### config.mk
export PLATFORM = sky130hd
export DESIGN_NAME = bus_master_arbiter
export DESIGN_NICKNAME = d
export VERILOG_FILES = /design/src/rtl/bus_master_arbiter.sv
export SDC_FILE = /design/constraint.sdc
export NUM_CORES = 1
export LEC_CHECK = 0
export BUFFER_PORTS_ARGS = -buffer_cell sky130_fd_sc_hd__buf_2
export CORE_MARGIN = 3
export CORE_UTILIZATION = 56
export DETAILED_ROUTE_END_ITERATION = 8
export HOLD_SLACK_MARGIN = 0.15
export PLACE_DENSITY = 0.89
export RECOVER_POWER = 100
export SLEW_MARGIN = 20
export SYNTH_ARGS = -nofsm -noshare
export SYNTH_HDL_FRONTEND = slang
export SYNTH_SLANG_ARGS = --single-unit
### constraint.sdc
create_clock -name i_clk -period 5.2 [get_ports i_clk]
set_input_delay 0 -clock i_clk [delete_from_list [all_inputs] [get_ports i_clk]]
set_output_delay 0 -clock i_clk [all_outputs]
set_load 0.02 [all_outputs]
### src/rtl/bus_master_arbiter.sv
// Registered round-robin arbiter for the shared data-side slave path, with
// bounded-tenure preemption of the holder and per-master lock to keep transfers atomic.
module bus_master_arbiter #(
    parameter int N_REQ    = 3,
    parameter int MAX_HOLD = 16,
    parameter int IDX_W    = $clog2(N_REQ)
) (
    input  logic             i_clk,
    input  logic             i_rst_n,
    input  logic [N_REQ-1:0] i_req,
    input  logic [N_REQ-1:0] i_lock,
    output logic [N_REQ-1:0] o_gnt,
    output logic [IDX_W-1:0] o_gnt_idx,
    output logic             o_busy,
    output logic             o_preempt
);

    localparam int CNT_W = (MAX_HOLD > 1) ? $clog2(MAX_HOLD) : 1;
    localparam logic [CNT_W-1:0] HOLD_LAST = CNT_W'((MAX_HOLD > 0) ? (MAX_HOLD - 1) : 0);
    localparam logic [0:0] ST_IDLE  = 1'b0;
    localparam logic [0:0] ST_GRANT = 1'b1;

    logic [0:0]       state_reg,   state_next;
    logic [N_REQ-1:0] gnt_reg,     gnt_next;
    logic [IDX_W-1:0] gnt_idx_reg, gnt_idx_next;
    logic [IDX_W-1:0] rr_ptr_reg,  rr_ptr_next;
    logic [CNT_W-1:0] hold_cnt_reg, hold_cnt_next;
    logic             preempt_reg, preempt_next;

    logic [N_REQ-1:0] arb_req;
    logic [N_REQ-1:0] rot_req;
    logic [IDX_W-1:0] rot_idx [N_REQ];
    logic             others_pending;
    logic             holder_req;
    logic             holder_lock;
    logic             preempt_fire;
    logic             win_any;
    logic [IDX_W-1:0] win_idx;
    logic             take_new;

    // The current holder never competes when re-arbitrating from GRANT.
    assign arb_req        = i_req & ~gnt_reg;
    assign others_pending = |arb_req;
    assign holder_req     = |(i_req & gnt_reg);
    assign holder_lock    = |(i_lock & gnt_reg);
    assign preempt_fire   = (MAX_HOLD != 0) && (hold_cnt_reg == HOLD_LAST)
                            && others_pending && !holder_lock;

    // Rotate the request vector so that offset 0 is the round-robin pointer.
    genvar gi;
    generate
        for (gi = 0; gi < N_REQ; gi++) begin : g_rot
            logic [IDX_W:0] sum;
            assign sum         = {1'b0, rr_ptr_reg} + (IDX_W+1)'(gi);
            assign rot_idx[gi] = (sum >= (IDX_W+1)'(N_REQ)) ?
                                 IDX_W'(sum - (IDX_W+1)'(N_REQ)) : sum[IDX_W-1:0];
            assign rot_req[gi] = arb_req[rot_idx[gi]];
        end
    endgenerate

    always_comb begin
        win_any = 1'b0;
        win_idx = '0;
        for (int o = N_REQ - 1; o >= 0; o--) begin
            if (rot_req[o]) begin
                win_any = 1'b1;
                win_idx = rot_idx[o];
            end
        end
    end

    always_comb begin
        state_next    = state_reg;
        gnt_next      = gnt_reg;
        gnt_idx_next  = gnt_idx_reg;
        rr_ptr_next   = rr_ptr_reg;
        hold_cnt_next = hold_cnt_reg;
        preempt_next  = 1'b0;
        take_new      = 1'b0;

        case (state_reg)
            ST_IDLE: begin
                if (win_any) begin
                    take_new   = 1'b1;
                    state_next = ST_GRANT;
                end
            end
            default: begin
                if (!holder_req) begin
                    if (others_pending) begin
                        take_new = 1'b1;
                    end else begin
                        gnt_next      = '0;
                        hold_cnt_next = '0;
                        state_next    = ST_IDLE;
                    end
                end else if (preempt_fire) begin
                    take_new     = 1'b1;
                    preempt_next = 1'b1;
                end else if (!others_pending) begin
                    hold_cnt_next = '0;
                end else if (hold_cnt_reg != HOLD_LAST) begin
                    // Saturates at HOLD_LAST when the holder is locked.
                    hold_cnt_next = hold_cnt_reg + 1'b1;
                end
            end
        endcase

        if (take_new) begin
            gnt_next      = {{(N_REQ-1){1'b0}}, 1'b1} << win_idx;
            gnt_idx_next  = win_idx;
            hold_cnt_next = '0;
            rr_ptr_next   = (win_idx == IDX_W'(N_REQ - 1)) ? '0 : win_idx + 1'b1;
        end
    end

    always_ff @(posedge i_clk) begin
        if (!i_rst_n) begin
            state_reg    <= ST_IDLE;
            gnt_reg      <= '0;
            gnt_idx_reg  <= '0;
            rr_ptr_reg   <= '0;
            hold_cnt_reg <= '0;
            preempt_reg  <= 1'b0;
        end else begin
            state_reg    <= state_next;
            gnt_reg      <= gnt_next;
            gnt_idx_reg  <= gnt_idx_next;
            rr_ptr_reg   <= rr_ptr_next;
            hold_cnt_reg <= hold_cnt_next;
            preempt_reg  <= preempt_next;
        end
    end

    assign o_gnt     = gnt_reg;
    assign o_gnt_idx = gnt_idx_reg;
    assign o_busy    = |gnt_reg;
    assign o_preempt = preempt_reg;

endmodule
# == Word-level counts from Yosys, hierarchy flattened ==
# Index checks and enable logic that the tools add are counted.
# op_classes
addsub,7
order_cmp,6
eq_ne,8
n_shift,1
mux,32
bitwise,5
n_reduce_logical,12
# ops
cell,count
4-bit two-way mux,5
2-bit two-way mux,7
1-bit two-way mux,13
3-bit two-way mux,4
3-bit OR reduction,4
3-bit AND,3
2-bit by 3-bit less-than comparator with 1-bit output (second input constant),3
1-bit binary-select mux with 2-bit select,3
3-bit by 2-bit greater-or-equal comparator with 1-bit output (second input constant),2
2-bit by 1-bit != test with 1-bit output (second input constant),3
3-bit AND reduction,2
2-bit subtractor (second input constant),3
4-bit by 1-bit adder with 4-bit output (second input constant),1
4-bit equality test (second input constant),1
4-bit != test (second input constant),1
4-bit AND reduction,1
2-bit by 1-bit adder with 3-bit output (second input constant),1
2-bit by 2-bit adder with 3-bit output (second input constant),1
3-bit by 1-bit != test with 1-bit output (second input constant),1
3-bit NOT,1
1-bit by 2-bit left shift with 3-bit output (first input constant),1
2-bit by 1-bit adder with 2-bit output (second input constant),1
2-bit equality test (second input constant),1
2-bit greater-or-equal comparator (second input constant),1
other kinds (6),7
# totals
reg_bits,13
in_bits,8
out_inout_bits,7
elab_cells,77

# == Logic depth before layout (Yosys ltp) ==
# Gate-level depths: netlist of run 1.
# logic_depth
word_depth,12
depth_mapped,9
depth_no_buf,7

# == Worst setup path before layout of run 1 ==
# Ideal clock, no wire load.
# synth_path
path_type,register -> register
startpoint,register gnt_reg[1] (netlist: o_gnt[1])
endpoint,register gnt_idx_reg[0] (netlist: o_gnt_idx[0])
setup_ns,0.116
arrival_time_ns,1.857
t_required_ns,5.084
path_slack_ns,3.228
stages_incl_launch_ff,7
path_buffers,1
synth_period_minus_slack_ns,1.972
cell_sequence,dfxtp_1 a222oi_1 nor2b_1 a22o_1 or2_1 buf_6 a31o_1
# synth_via
elab_chain_len,9
word_cells_on_any_way,27
classes_between,mux: 17; bitwise: 4; reduce/logical: 6
# synth_rtl
item,line,rtl
start: declaration,24,"logic [N_REQ-1:0] gnt_reg, gnt_next;"
start signal: assignment,127,gnt_reg <= gnt_next;
3-bit NOT,42,assign arb_req = i_req & ~gnt_reg;
3-bit AND,42,
1-bit binary-select mux with 2-bit select,57,assign rot_req[gi] = arb_req[rot_idx[gi]];
1-bit two-way mux (not written as such),57,
1-bit two-way mux (3 in series),65,if (rot_req[o]) begin
1-bit two-way mux,83,if (win_any) begin
1-bit two-way mux,81,case (state_reg)
end signal: assignment,128,gnt_idx_reg <= gnt_idx_next;
end: declaration,25,"logic [IDX_W-1:0] gnt_idx_reg, gnt_idx_next;"
# Parallel ways exist; a longest one is shown, timed or not. The select of a mux whose other input is x is not followed.
# A chain may end at the register's enable or synchronous reset.

# == Worst setup path in the final report of run 1 ==
# layout_path
startpoint,register rr_ptr_reg[0]
endpoint,register hold_cnt_reg[3]
# layout_via
elab_chain_len,11
word_cells_on_any_way,23
classes_between,add/sub: 5; order compare: 3; mux: 14; reduce/logical: 1
# layout_rtl
item,line,rtl
start: declaration,26,"logic [IDX_W-1:0] rr_ptr_reg, rr_ptr_next;"
start signal: assignment,129,rr_ptr_reg <= rr_ptr_next;
2-bit by 2-bit adder with 3-bit output,54,"assign sum = {1'b0, rr_ptr_reg} + (IDX_W+1)'(gi);"
3-bit by 2-bit greater-or-equal comparator with 1-bit output or 2-bit subtractor (tied branches),"55, 56",
2-bit two-way mux,55,assign rot_idx[gi] = (sum >= (IDX_W+1)'(N_REQ)) ?
1-bit binary-select mux with 2-bit select,57,
1-bit two-way mux (not written as such),57,
1-bit two-way mux (2 in series),65,
1-bit two-way mux *,65,
1-bit two-way mux *,83,
1-bit two-way mux *,81,
2-bit OR reduction (no line) *,--,
end signal: assignment,130,hold_cnt_reg <= hold_cnt_next;
end: declaration,27,"logic [CNT_W-1:0] hold_cnt_reg, hold_cnt_next;"
# Mark *: on every way between the ends. The rest lies on a longest branch, timed or not. The select of a mux whose other input is x is not followed.

==> run summary, run 1 <==
Outcome: completed
Via count: 773
Largest net degree at the start of global routing: 17
Warnings from Yosys: 0
# clock sinks: 13
Maximum root-to-sink buffer count: 2
First-pass GRT wire length: 2950 um
Critical Path End Type: flip-flop
Worst-path cell chain: inv_1, ha_1, or2_2, a31oi_1, o2111a_1, or2_0, o2111a_1
Drt pass-1 iters: 4
Most frequent CP cell: o2111a_1
Layout Nets: 119
Fin. max-slew vios: 0
Max H-tree Level: 1
Antenna diodes: 0
Area growth from synthesis to layout: 16.2%
Register area share after synthesis: 33.0%
Commonest non-fill, non-tap cells in the layout: 13 x dfxtp_1, 7 x nand2_1, 7 x buf_2, 7 x clkbuf_1
Hold Startpoint: i_req[2]
Final WL: 1710 um
CP required: 5.44 ns
Minimum clock period: 2.50 ns
Initial Util: 64.9%
Die Width: 43.5 um
Worst reg2reg path depth: 7
Post-CTS setup buffers: 0
Remaining antenna violation count: 0
Final hold vios: 0
Fillers: 91
WHS Path Cells: 4
Row count: 12
Initial antenna violation count: 0
Die area: 0.00190 mm^2
DRT iter0 DRCs: 32
Final clock skew: 0.00646 ns
Final setup vio count: 0
WHS Endpoint: o_gnt[2]
Final non-filler cell area: 917 um^2
F_max: 401 MHz
Maximum vdd ir drop: 0.421 mV
Setup Total Neg Slack: 0 ns
Vias per cell: 6.39
Worst path slowest cell: or2_0
Slew @ Worst Pin: 0.721 ns
Total of max-cap violations: 0
#FFs+latches synth: 13
Setup Crit Path Kind: reg2reg
Crit Path Max Fanout: 11
Detail Placement HPWL: 1200 um
Post-synthesis cell area: 790 um^2
P per Cell Area: 516 mW/mm^2
RSZ-0062 raised after global routing: no
IO Pins: 15
Total core area: 0.00122 mm^2
GRT Util Overall: 20.4%
R2r endpoint: hold_cnt_reg[3]
Number of flip-flops in the largest register: 4
Layout cells sized above 1: 13.1%
Area of the multi-input gates: 503 um^2
Synth Instances: 88
Yosys cell types: 37
Worst path max stage delay: 0.59 ns
Leak Pwr: 0.373 nW
CTS tree: built
WL per Instance: 14.1 um
Startpoint types: flip-flop
Clock Latency Late Sink: 0.29 ns
Mapped Nets: 99
Residual overflow from global routing: 0
CTS clock-pin slew for the worst setup and hold paths: 0.09 ns
Post-DP Area: 858 um^2
Commonest non-fill, non-tap cell in the layout: dfxtp_1
Vias in the first global route: 655
CTS buffer count: 3
Seq. cell area: 260 um^2
FF-to-FF setup slack: 2.70 ns
Type of the worst min-delay path: in2reg
Die H: 43.5 um
Final period utilization: 48.0%
Crit path DAT: 2.73 ns
Clock root cell: clkbuf_4
Worst r2r src: rr_ptr_reg[0]
Slew headroom: 51.9%
Syn Area/Cell: 8.97 um^2
Residual DRC: 0
Buffers added on ports: 14
RD Place Congestion: 0.782
[worst max-delay path: cells and delay by family (launching register included)]
| kind | cells | cell delay [ns] |
|---|---|---|
| adders and majority gates | 1 | 0.37 |
| buffers and inverters | 1 | 0.05 |
| and+or+nand+nor | 2 | 0.94 |
| AOI/OAI and AO/OA | 3 | 0.73 |
| DFF | 1 | 0.36 |
[power by group]
part / switching, mW / internal (mW)
clock network: 0.0367 / 0.0286
logic: 0.151 / 0.107
registers: 0.0259 / 0.124
[cell type report]
class / count / share of cell area [%]
Tap cell: 14 / 1.91
Inverter: 2 / 0.819
Sequential cell: 13 / 28.4
Clock inverter: 1 / 0.546
Timing Repair Buffer: 18 / 11.1
Multi-Input combinational cell: 70 / 54.8
Clock buffer: 3 / 2.46
[how the worst max path moves through the flow]
stage,startpoint,end,slack (ns),cells past startpoint
final,rr_ptr_reg[0],hold_cnt_reg[3],2.70,7
after global routing,rr_ptr_reg[0],hold_cnt_reg[3],2.48,7
after CTS,o_gnt[0],o_gnt[1],2.87,6
after detailed placement,rr_ptr_reg[0],rr_ptr_reg[0],2.96,7
after global placement,rr_ptr_reg[0],hold_cnt_reg[3],3.02,7
after floorplan,o_gnt[1],o_gnt_idx[0],3.23,6
[metal layers]
layer	global-route usage (%)	routed length, um	vias to the layer above
met5	0	0	-
met4	1.81	0	0
met3	9.54	152	0
met2	27.6	748	26
met1	30.3	807	363
li1	-	-	384
[Yosys cell counts]
library cell,instances,area (um^2)
a31o_1,2,17.5
nor3b_1,1,7.51
mux2_2,1,11.3
o2111a_1,3,33.8
nor3_1,5,25.0
o211ai_1,1,7.51
nand2b_1,2,12.5
maj3_1,1,10.0
nor2_1,4,15.0
and3_1,3,18.8
dfxtp_1,13,260
or2_2,1,6.26
clkbuf_1,2,7.51
o21ai_0,4,20.0
mux2i_1,5,50.1
or2_1,1,6.26
a41o_1,1,10.0
o2bb2ai_1,1,8.76
nor4b_1,1,8.76
nor2b_1,3,18.8
nand4_1,1,6.26
inv_1,2,7.51
a221oi_1,1,8.76
o21a_1,1,7.51
and2_1,2,12.5
a222oi_1,2,20.0
a211o_1,2,17.5
or3_1,1,6.26
nand3_1,4,20.0
a31oi_1,1,6.26
o2111ai_1,1,8.76
nand2_1,7,26.3
ha_1,3,37.5
buf_6,1,11.3
a22o_1,2,17.5
o31ai_1,1,7.51
nor3b_2,1,12.5
[cell families after synthesis]
| kind of cell | Yosys count | share of synthesized area [%] |
|---|---|---|
| adders and majority gates | 4 | 6.02 |
| buffers and inverters | 5 | 3.33 |
| DFF | 13 | 33.0 |
| and+or+nand+nor | 37 | 25.7 |
| AOI/OAI and AO/OA | 23 | 24.3 |
| muxes | 6 | 7.77 |
[timing repair]
action / CTS / global route
hold endpoints to repair: 10 / 0
resized for setup: 0 / 0
hold buffers: 4 / 0
[metrics by stage]
step	worst slack [ns]	utilization (%)	instances	hold slack, ns	power, mW
after floorplan	3.23	-	88	0.142	0.358
after global placement	3.02	70.6	113	0.344	0.397
after detailed placement	2.96	70.6	113	0.337	0.406
after CTS	2.87	76.1	121	0.284	0.475
after global routing	2.48	75.4	121	0.308	0.510
final	2.70	75.4	121	0.290	0.473
(Power assumes the default switching activity.)
==> inputs of run 2 (changes only) <==
--- a/config.mk
+++ b/config.mk
@@ -7,10 +7,10 @@
 export LEC_CHECK = 0
 export BUFFER_PORTS_ARGS = -buffer_cell sky130_fd_sc_hd__buf_2
 export CORE_MARGIN = 3
-export CORE_UTILIZATION = 56
+export CORE_UTILIZATION = 52
 export DETAILED_ROUTE_END_ITERATION = 8
 export HOLD_SLACK_MARGIN = 0.15
-export PLACE_DENSITY = 0.89
+export PLACE_DENSITY = 0.84
 export RECOVER_POWER = 100
 export SLEW_MARGIN = 20
 export SYNTH_ARGS = -nofsm -noshare
==> constraint.sdc (replaced) <==
create_clock -name i_clk -period 2.3 [get_ports i_clk]
set_input_delay 0 -clock i_clk [delete_from_list [all_inputs] [get_ports i_clk]]
set_output_delay 0 -clock i_clk [all_outputs]
set_load 0.02 [all_outputs]
==> run 2 against run 1 <==
  * Critical path depth is 1 higher
  * Combinational power is 140% higher
  * Utilization is 6.3 points lower
  * Global-route usage is 2.4 points higher
  * Final cell count is 4.1% higher
  * Clock-buffer cell count is 1 higher
  * Clock power is 120% higher
  * Worst setup slack worse by 2.5 ns
  * Critical endpoint is now rr_ptr_reg[0]
  * Largest power group unchanged
==> run summary, run 2 (same netlist as run 1, synthesis figures left out) <==
Initial Util: 57.8% (was 64.9%)
Sw frac: 44.0% (was 45.2%)
Number of flip-flops in the largest register: 4 (unchanged)
# clock sinks: 13 (unchanged)
Worst path max stage delay: 0.38 ns (was 0.59 ns)
Max H-tree Level: 1 (unchanged)
Seq pwr share: 30.9% (was 31.6%)
Drt pass-1 iters: 4 (unchanged)
P per Cell Area: 1170 mW/mm^2 (was 516 mW/mm^2)
Final clock skew: 0.00785 ns (was 0.00646 ns)
Final setup vio count: 0 (unchanged)
Area growth from synthesis to layout: 19.7% (was 16.2%)
Total core area: 0.00137 mm^2 (was 0.00122 mm^2)
F_max: 475 MHz (was 401 MHz)
Maximum vdd ir drop: 0.757 mV (was 0.421 mV)
Setup Crit Path Kind: reg2reg (unchanged)
Commonest non-fill, non-tap cell in the layout: dfxtp_1 (unchanged)
Post-Route Utilization: 69.1% (was 75.4%)
Initial antenna violation count: 0 (unchanged)
Fin. max-slew vios: 0 (unchanged)
Leak Pwr: 0.388 nW (was 0.373 nW)
Slew @ Worst Pin: 0.412 ns (was 0.721 ns)
CTS tree: built (unchanged)
Slew headroom: 72.4% (was 51.9%)
Die area: 0.00202 mm^2 (was 0.00190 mm^2)
Final hold vios: 0 (unchanged)
Row count: 13 (was 12)
Post-Place Worst Slack: 0.216 ns (was 2.96 ns)
Final period utilization: 91.6% (was 48.0%)
Detail Placement HPWL: 1390 um (was 1200 um)
Layout Nets: 123 (was 119)
Vias per cell: 6.24 (was 6.39)
Worst hold margin: 0.338 ns (was 0.290 ns)
Residual DRC: 0 (unchanged)
Clk network pwr share: 12.8% (was 13.8%)
Final Power: 1.11 mW (was 0.473 mW)
First-pass GRT wire length: 3350 um (was 2950 um)
Die H: 45.0 um (was 43.5 um)
Worst path slowest cell: ha_1 (was or2_0)
RD Place Congestion: 0.816 (was 0.782)
Remaining antenna violation count: 0 (unchanged)
Die Width: 45.0 um (was 43.5 um)
Final WL: 1910 um (was 1710 um)
Buffers added on ports: 14 (unchanged)
Psw: 0.488 mW (was 0.214 mW)
Minimum clock period: 2.11 ns (was 2.50 ns)
Startpoint types: flip-flop (unchanged)
Type of the worst min-delay path: in2reg (unchanged)
Resized cells post-CTS: 0 (unchanged)
Crit Path Max Fanout: 11 (unchanged)
Total of max-cap violations: 0 (unchanged)
Clock root cell: clkbuf_4 (unchanged)
DRT iter0 DRCs: 30 (was 32)
Setup Total Neg Slack: 0 ns (unchanged)
Final WS setup: 0.194 ns (was 2.70 ns)
Via count: 786 (was 773)
Residual overflow from global routing: 0 (unchanged)
Clock Latency Late Sink: 0.28 ns (was 0.29 ns)
Outcome: completed (unchanged)
Antenna diodes: 0 (unchanged)
CP required: 2.51 ns (was 5.44 ns)
Cell family with most CP delay: simple AND/OR/NAND/NOR gates (unchanged)
CTS buffer count: 3 (unchanged)
CTS clock-pin slew for the worst setup and hold paths: 0.07 ns (was 0.09 ns)
Maximum root-to-sink buffer count: 2 (unchanged)
Vias in the first global route: 757 (was 655)
Worst-path cell chain: inv_1, ha_1, or2_2, a31oi_1, o2111a_1, or2_1, buf_4, mux2i_1 (was inv_1, ha_1, or2_2, a31oi_1, o2111a_1, or2_0, o2111a_1)
IO Pins: 15 (unchanged)
Critical Path End Type: flip-flop (unchanged)
RSZ-0062 raised after global routing: no (unchanged)
GRT Util Overall: 22.8% (was 20.4%)
WL per Instance: 15.1 um (was 14.1 um)
Post-CTS setup buffers: 0 (unchanged)
Largest net degree at the start of global routing: 17 (unchanged)
Crit path DAT: 2.31 ns (was 2.73 ns)
Commonest non-fill, non-tap cells in the layout: 13 x dfxtp_1, 8 x clkbuf_1, 7 x nand2_1, 7 x buf_2 (was 13 x dfxtp_1, 7 x nand2_1, 7 x buf_2, 7 x clkbuf_1)
Layout cells sized above 1: 16.2% (was 13.1%)
Logic pwr share: 56.3% (was 54.6%)
Total internal power: 0.620 mW (was 0.259 mW)
Worst path bufs/invs: 2 (was 1)
CTS Hold Bufs: 3 (was 4)
## run 2: cell count changes in the layout (fill, tap and decap cells not counted), sizes merged
cell,delta
buf,+5
clkbuf,+1
clkinv,-1
dlygate4sd3,-1
## run 2: routing by layer
metal | up-vias | global-route usage (%) | share of wire, %
li1 | 393 | - | -
met1 | 363 | 26.7 | 43
met2 | 28 | 39.5 | 51
met3 | 2 | 5.98 | 5.5
met4 | 0 | 8.19 | 0.68
met5 | - | 0 | 0
## run 2: power groups by stage
stage                     Clock [mW]  Combinational (mW)  Sequential [mW]
after floorplan                    0               0.442            0.368
after global placement             0               0.605            0.343
after detailed placement           0               0.627            0.346
after CTS                      0.146               0.630            0.341
after global routing           0.154               0.692            0.351
final                          0.142               0.624            0.342
## run 2: worst paths after layout
path / start / end / slack, ns / cells past startpoint
worst max-delay path: rr_ptr_reg[0] / rr_ptr_reg[0] / 0.19 / 8
worst min-delay path: i_req[2] / o_gnt[2] / 0.34 / 5
worst max register to register: rr_ptr_reg[0] / rr_ptr_reg[0] / 0.19 / 8
worst min register to register: o_gnt_idx[1] / o_gnt_idx[1] / 0.47 / 2
## run 2: tightest hold or removal path, cell delays in order
cell and delay (ns):
buf_2 0.10, nor2b_1 0.12, buf_4 0.15, nand4_1 0.12, mux2i_1 0.07
## run 2: area by class of cell
cell class,instances,area (um^2)
flip-flops and latches,13,260
clock buffers,4,26.3
inverters,2,7.51
well taps,15,18.8
fillers,124,422
repair buffers,22,129
multi-input cells,70,503
## run 2: metrics by stage
step	instances	cell area (um^2)
2_1_floorplan	88	790
5_1_grt	126	945
3_3_place_gp	119	897
3_5_place_dp	119	897
6_report	126	945
4_1_cts	126	953
==> inputs of run 3 (changes only) <==
--- a/config.mk
+++ b/config.mk
@@ -5,12 +5,14 @@
 export SDC_FILE = /design/constraint.sdc
 export NUM_CORES = 1
 export LEC_CHECK = 0
+export ABC_AREA = 1
 export BUFFER_PORTS_ARGS = -buffer_cell sky130_fd_sc_hd__buf_2
+export CORE_ASPECT_RATIO = 1.2
 export CORE_MARGIN = 3
-export CORE_UTILIZATION = 52
+export CORE_UTILIZATION = 54
 export DETAILED_ROUTE_END_ITERATION = 8
 export HOLD_SLACK_MARGIN = 0.15
-export PLACE_DENSITY = 0.84
+export PLACE_DENSITY = 0.85
 export RECOVER_POWER = 100
 export SLEW_MARGIN = 20
 export SYNTH_ARGS = -nofsm -noshare
==> run 3 against run 2 <==
  * Clock power down 4%
  * Via count up 15%
  * Worst setup slack better by 0.21 ns
  * Critical path type unchanged
  * Highest routed layer unchanged
==> run summary, run 3 <==
Clock Latency Late Sink: 0.27 ns (was 0.28 ns)
Worst path max stage delay: 0.36 ns (was 0.38 ns)
Crit Path Max Fanout: 9 (was 11)
Async SR Flop Fraction: 0% (unchanged)
Register area share after synthesis: 28.5% (was 33.0%)
Vias in the first global route: 847 (was 757)
# clock sinks: 13 (unchanged)
Clock root cell: clkbuf_4 (unchanged)
Worst r2r src: rr_ptr_reg[0] (unchanged)
Final clock skew: 0.00594 ns (was 0.00785 ns)
Leak Pwr: 0.526 nW (was 0.388 nW)
Worst-path cell chain: inv_1, ha_1, inv_1, nand2_1, nand3_1, nand3_1, inv_1, nand2_1, nand2_1, nand2_4, a21oi_1 (was inv_1, ha_1, or2_2, a31oi_1, o2111a_1, or2_1, buf_4, mux2i_1)
Cell family with most CP delay: simple AND/OR/NAND/NOR gates (unchanged)
#FFs+latches synth: 13 (unchanged)
Syn Area/Cell: 6.62 um^2 (was 8.97 um^2)
Synth Instances: 138 (was 88)
Post-synthesis cell area: 913 um^2 (was 790 um^2)
First-pass GRT wire length: 3390 um (was 3350 um)
Number of flip-flops in the largest register: 4 (unchanged)
Worst reg2reg path depth: 11 (was 8)
Sw frac: 51.1% (was 44.0%)
Minimum clock period: 1.90 ns (was 2.11 ns)
CTS tree: built (unchanged)
Detail Placement HPWL: 1540 um (was 1390 um)
CTS buffer count: 3 (unchanged)
Type of the worst min-delay path: in2reg (unchanged)
RD Place Congestion: 0.837 (was 0.816)
CTS clock-pin slew for the worst setup and hold paths: 0.08 ns (was 0.07 ns)
WL per Instance: 11.0 um (was 15.1 um)
Layout Nets: 168 (was 123)
Critical Path End Type: flip-flop (unchanged)
Vias per cell: 5.20 (was 6.24)
Most frequent cell after synthesis: nand2_1 (was dfxtp_1)
Final setup vio count: 0 (unchanged)
Final period utilization: 82.6% (was 91.6%)
FF-to-FF setup slack: 0.40 ns (was 0.19 ns)
Maximum root-to-sink buffer count: 2 (unchanged)
Logic pwr share: 57.7% (was 56.3%)
Total of max-cap violations: 0 (unchanged)
Final WL: 1900 um (was 1910 um)
Commonest non-fill, non-tap cells in the layout: 38 x nand2_1, 26 x nand3_1, 19 x inv_1 (was 13 x dfxtp_1, 8 x clkbuf_1, 7 x nand2_1, 7 x buf_2)
Setup Crit Path Kind: reg2reg (unchanged)
IO Pins: 15 (unchanged)
Post-Place Worst Slack: 0.596 ns (was 0.216 ns)
Buffers added on ports: 14 (unchanged)
Maximum vdd ir drop: 0.572 mV (was 0.757 mV)
Worst hold margin: 0.170 ns (was 0.338 ns)
CP required: 2.50 ns (was 2.51 ns)
Primary FF master, synth: dfxtp_1 (unchanged)
Via count: 900 (was 786)
Mapped Nets: 149 (was 99)
Number of flops mapped to enable cells by yosys: 0 (unchanged)
Most frequent cells after synthesis: 36 x nand2_1, 25 x nand3_1, 19 x inv_1 (was 13 x dfxtp_1, 7 x nand2_1, 5 x mux2i_1, 5 x nor3_1)
Remaining antenna violation count: 0 (unchanged)
Initial antenna violation count: 0 (unchanged)
Layout cells sized above 1: 16.7% (was 16.2%)
Startpoint types: flip-flop (unchanged)
Total internal power: 0.537 mW (was 0.620 mW)
R2r endpoint: hold_cnt_reg[0] (was rr_ptr_reg[0])
Seq pwr share: 29.9% (was 30.9%)
Crit path DAT: 2.10 ns (was 2.31 ns)
Worst path bufs/invs: 3 (was 2)
Area growth from synthesis to layout: 9.73% (was 19.7%)
Die Width: 43.5 um (was 45.0 um)
Slew @ Worst Pin: 0.496 ns (was 0.412 ns)
Resized cells post-CTS: 0 (unchanged)
Psw: 0.561 mW (was 0.488 mW)
GRT Util Overall: 20.1% (was 22.8%)
F_max: 526 MHz (was 475 MHz)
Residual DRC: 0 (unchanged)
Antenna diodes: 0 (unchanged)
Setup Total Neg Slack: 0 ns (unchanged)
WHS Path Cells: 6 (was 5)
Max H-tree Level: 1 (unchanged)
Residual overflow from global routing: 0 (unchanged)
Slew headroom: 66.6% (was 72.4%)
Die area: 0.00222 mm^2 (was 0.00202 mm^2)
Worst path slowest cell: dfxtp_1 (was ha_1)
Die H: 51.1 um (was 45.0 um)
Synth top area cells: dfxtp_1 28%, nand2_1 15%, nand3_1 14%, inv_1 7.8%, nand2_4 4.9% (was dfxtp_1 33%, mux2i_1 6.3%, ha_1 4.8%, o2111a_1 4.3%, nand2_1 3.3%)
Post-synth top area share: 28.5% (was 33.0%)
WHS Endpoint: o_preempt (was o_gnt[2])
Drt pass-1 iters: 4 (unchanged)
Largest net degree at the start of global routing: 13 (was 17)
P per Cell Area: 1100 mW/mm^2 (was 1170 mW/mm^2)
DRT iter0 DRCs: 18 (was 30)
Yosys cell types: 19 (was 37)
Final hold vios: 0 (unchanged)
Synth area leader: dfxtp_1 (unchanged)
Warnings from Yosys: 0 (unchanged)
Hold Startpoint: i_lock[2] (was i_req[2])
Commonest non-fill, non-tap cell in the layout: nand2_1 (was dfxtp_1)
Fin. max-slew vios: 0 (unchanged)
Initial Util: 60.1% (was 57.8%)
Total core area: 0.00152 mm^2 (was 0.00137 mm^2)
Final WS setup: 0.400 ns (was 0.194 ns)
RSZ-0062 raised after global routing: no (unchanged)
Row count: 15 (was 13)
Clk network pwr share: 12.4% (was 12.8%)
Outcome: completed (unchanged)
-- run 3: cell count changes after synthesis, sizes merged, moves of 5 or more --
cell	change
nand3	+24
mux2i	-5
nand2	+38
a21oi	+5
nor2	+7
nor3	-5
inv	+20
-- run 3: worst max-delay path by stage --
stage               slack [ns]           from         endpoint  cells past startpoint
CTS                       0.57  rr_ptr_reg[0]     o_gnt_idx[1]                     12
detailed placement        0.60  rr_ptr_reg[0]     o_gnt_idx[1]                     12
global placement          0.65  rr_ptr_reg[0]     o_gnt_idx[1]                     12
global route              0.21  rr_ptr_reg[0]  hold_cnt_reg[0]                     11
floorplan                 0.77  rr_ptr_reg[0]         o_gnt[2]                     12
finish                    0.40  rr_ptr_reg[0]  hold_cnt_reg[0]                     11
-- run 3: logic make-up (layout without fill, tap and decap cells) --
| logic type | Yosys count | count (layout) | synth area share (%) |
|---|---|---|---|
| DFF | 13 | 13 | 28.5 |
| AOI/OAI and AO/OA | 9 | 9 | 7.95 |
| and+or+nand+nor | 90 | 90 | 49.6 |
| buffers and inverters | 23 | 41 | 9.86 |
| adders and majority gates | 3 | 3 | 4.11 |
-- run 3: tightest hold or removal path, delay by kind of cell --
kind / cells / cell delay, ns
buffers and inverters: 1 / 0.07
and+or+nand+nor: 5 / 0.32
-- run 3: timing repair --
action                                 CTS  global route
endpoints found under the hold margin   12             0
hold buffers                             1             0
setup buffers                            0             0
-- run 3: power groups by stage --
stage                     clock, mW  combinational, mW  sequential (mW)
after floorplan                   0              0.498            0.360
after detailed placement          0              0.673            0.334
after global placement            0              0.656            0.330
after global routing          0.146              0.715            0.340
after CTS                     0.140              0.678            0.329
final                         0.136              0.633            0.329
-- run 3: cell type report --
class                   count  area, um^2
fillers                   158         518
repair buffers             15        71.3
clock buffers               4        26.3
flip-flops and latches     13         260
multi-input cells         102         541
inverters                  22        82.6
well taps                  17        21.3
-- run 3: layer usage --
layer  part of all wire, %  wire length, um  vias up  track usage, %
li1                      -                -      476               -
met1                    45              854      397            23.7
met2                    47              889       23            33.5
met3                   5.9              112        4            2.11
met4                   2.3               44        0            13.1
met5                     0                0        -               0
-- run 3: stage by stage --
stage,power [mW],instances,utilization (%),instance area (um^2)
CTS,1.15,173,68.0,1030
global route,1.20,173,65.9,1000
floorplan,0.858,138,-,913
global placement,0.986,168,65.6,997
finish,1.10,173,65.9,1000
detailed placement,1.01,168,65.6,997
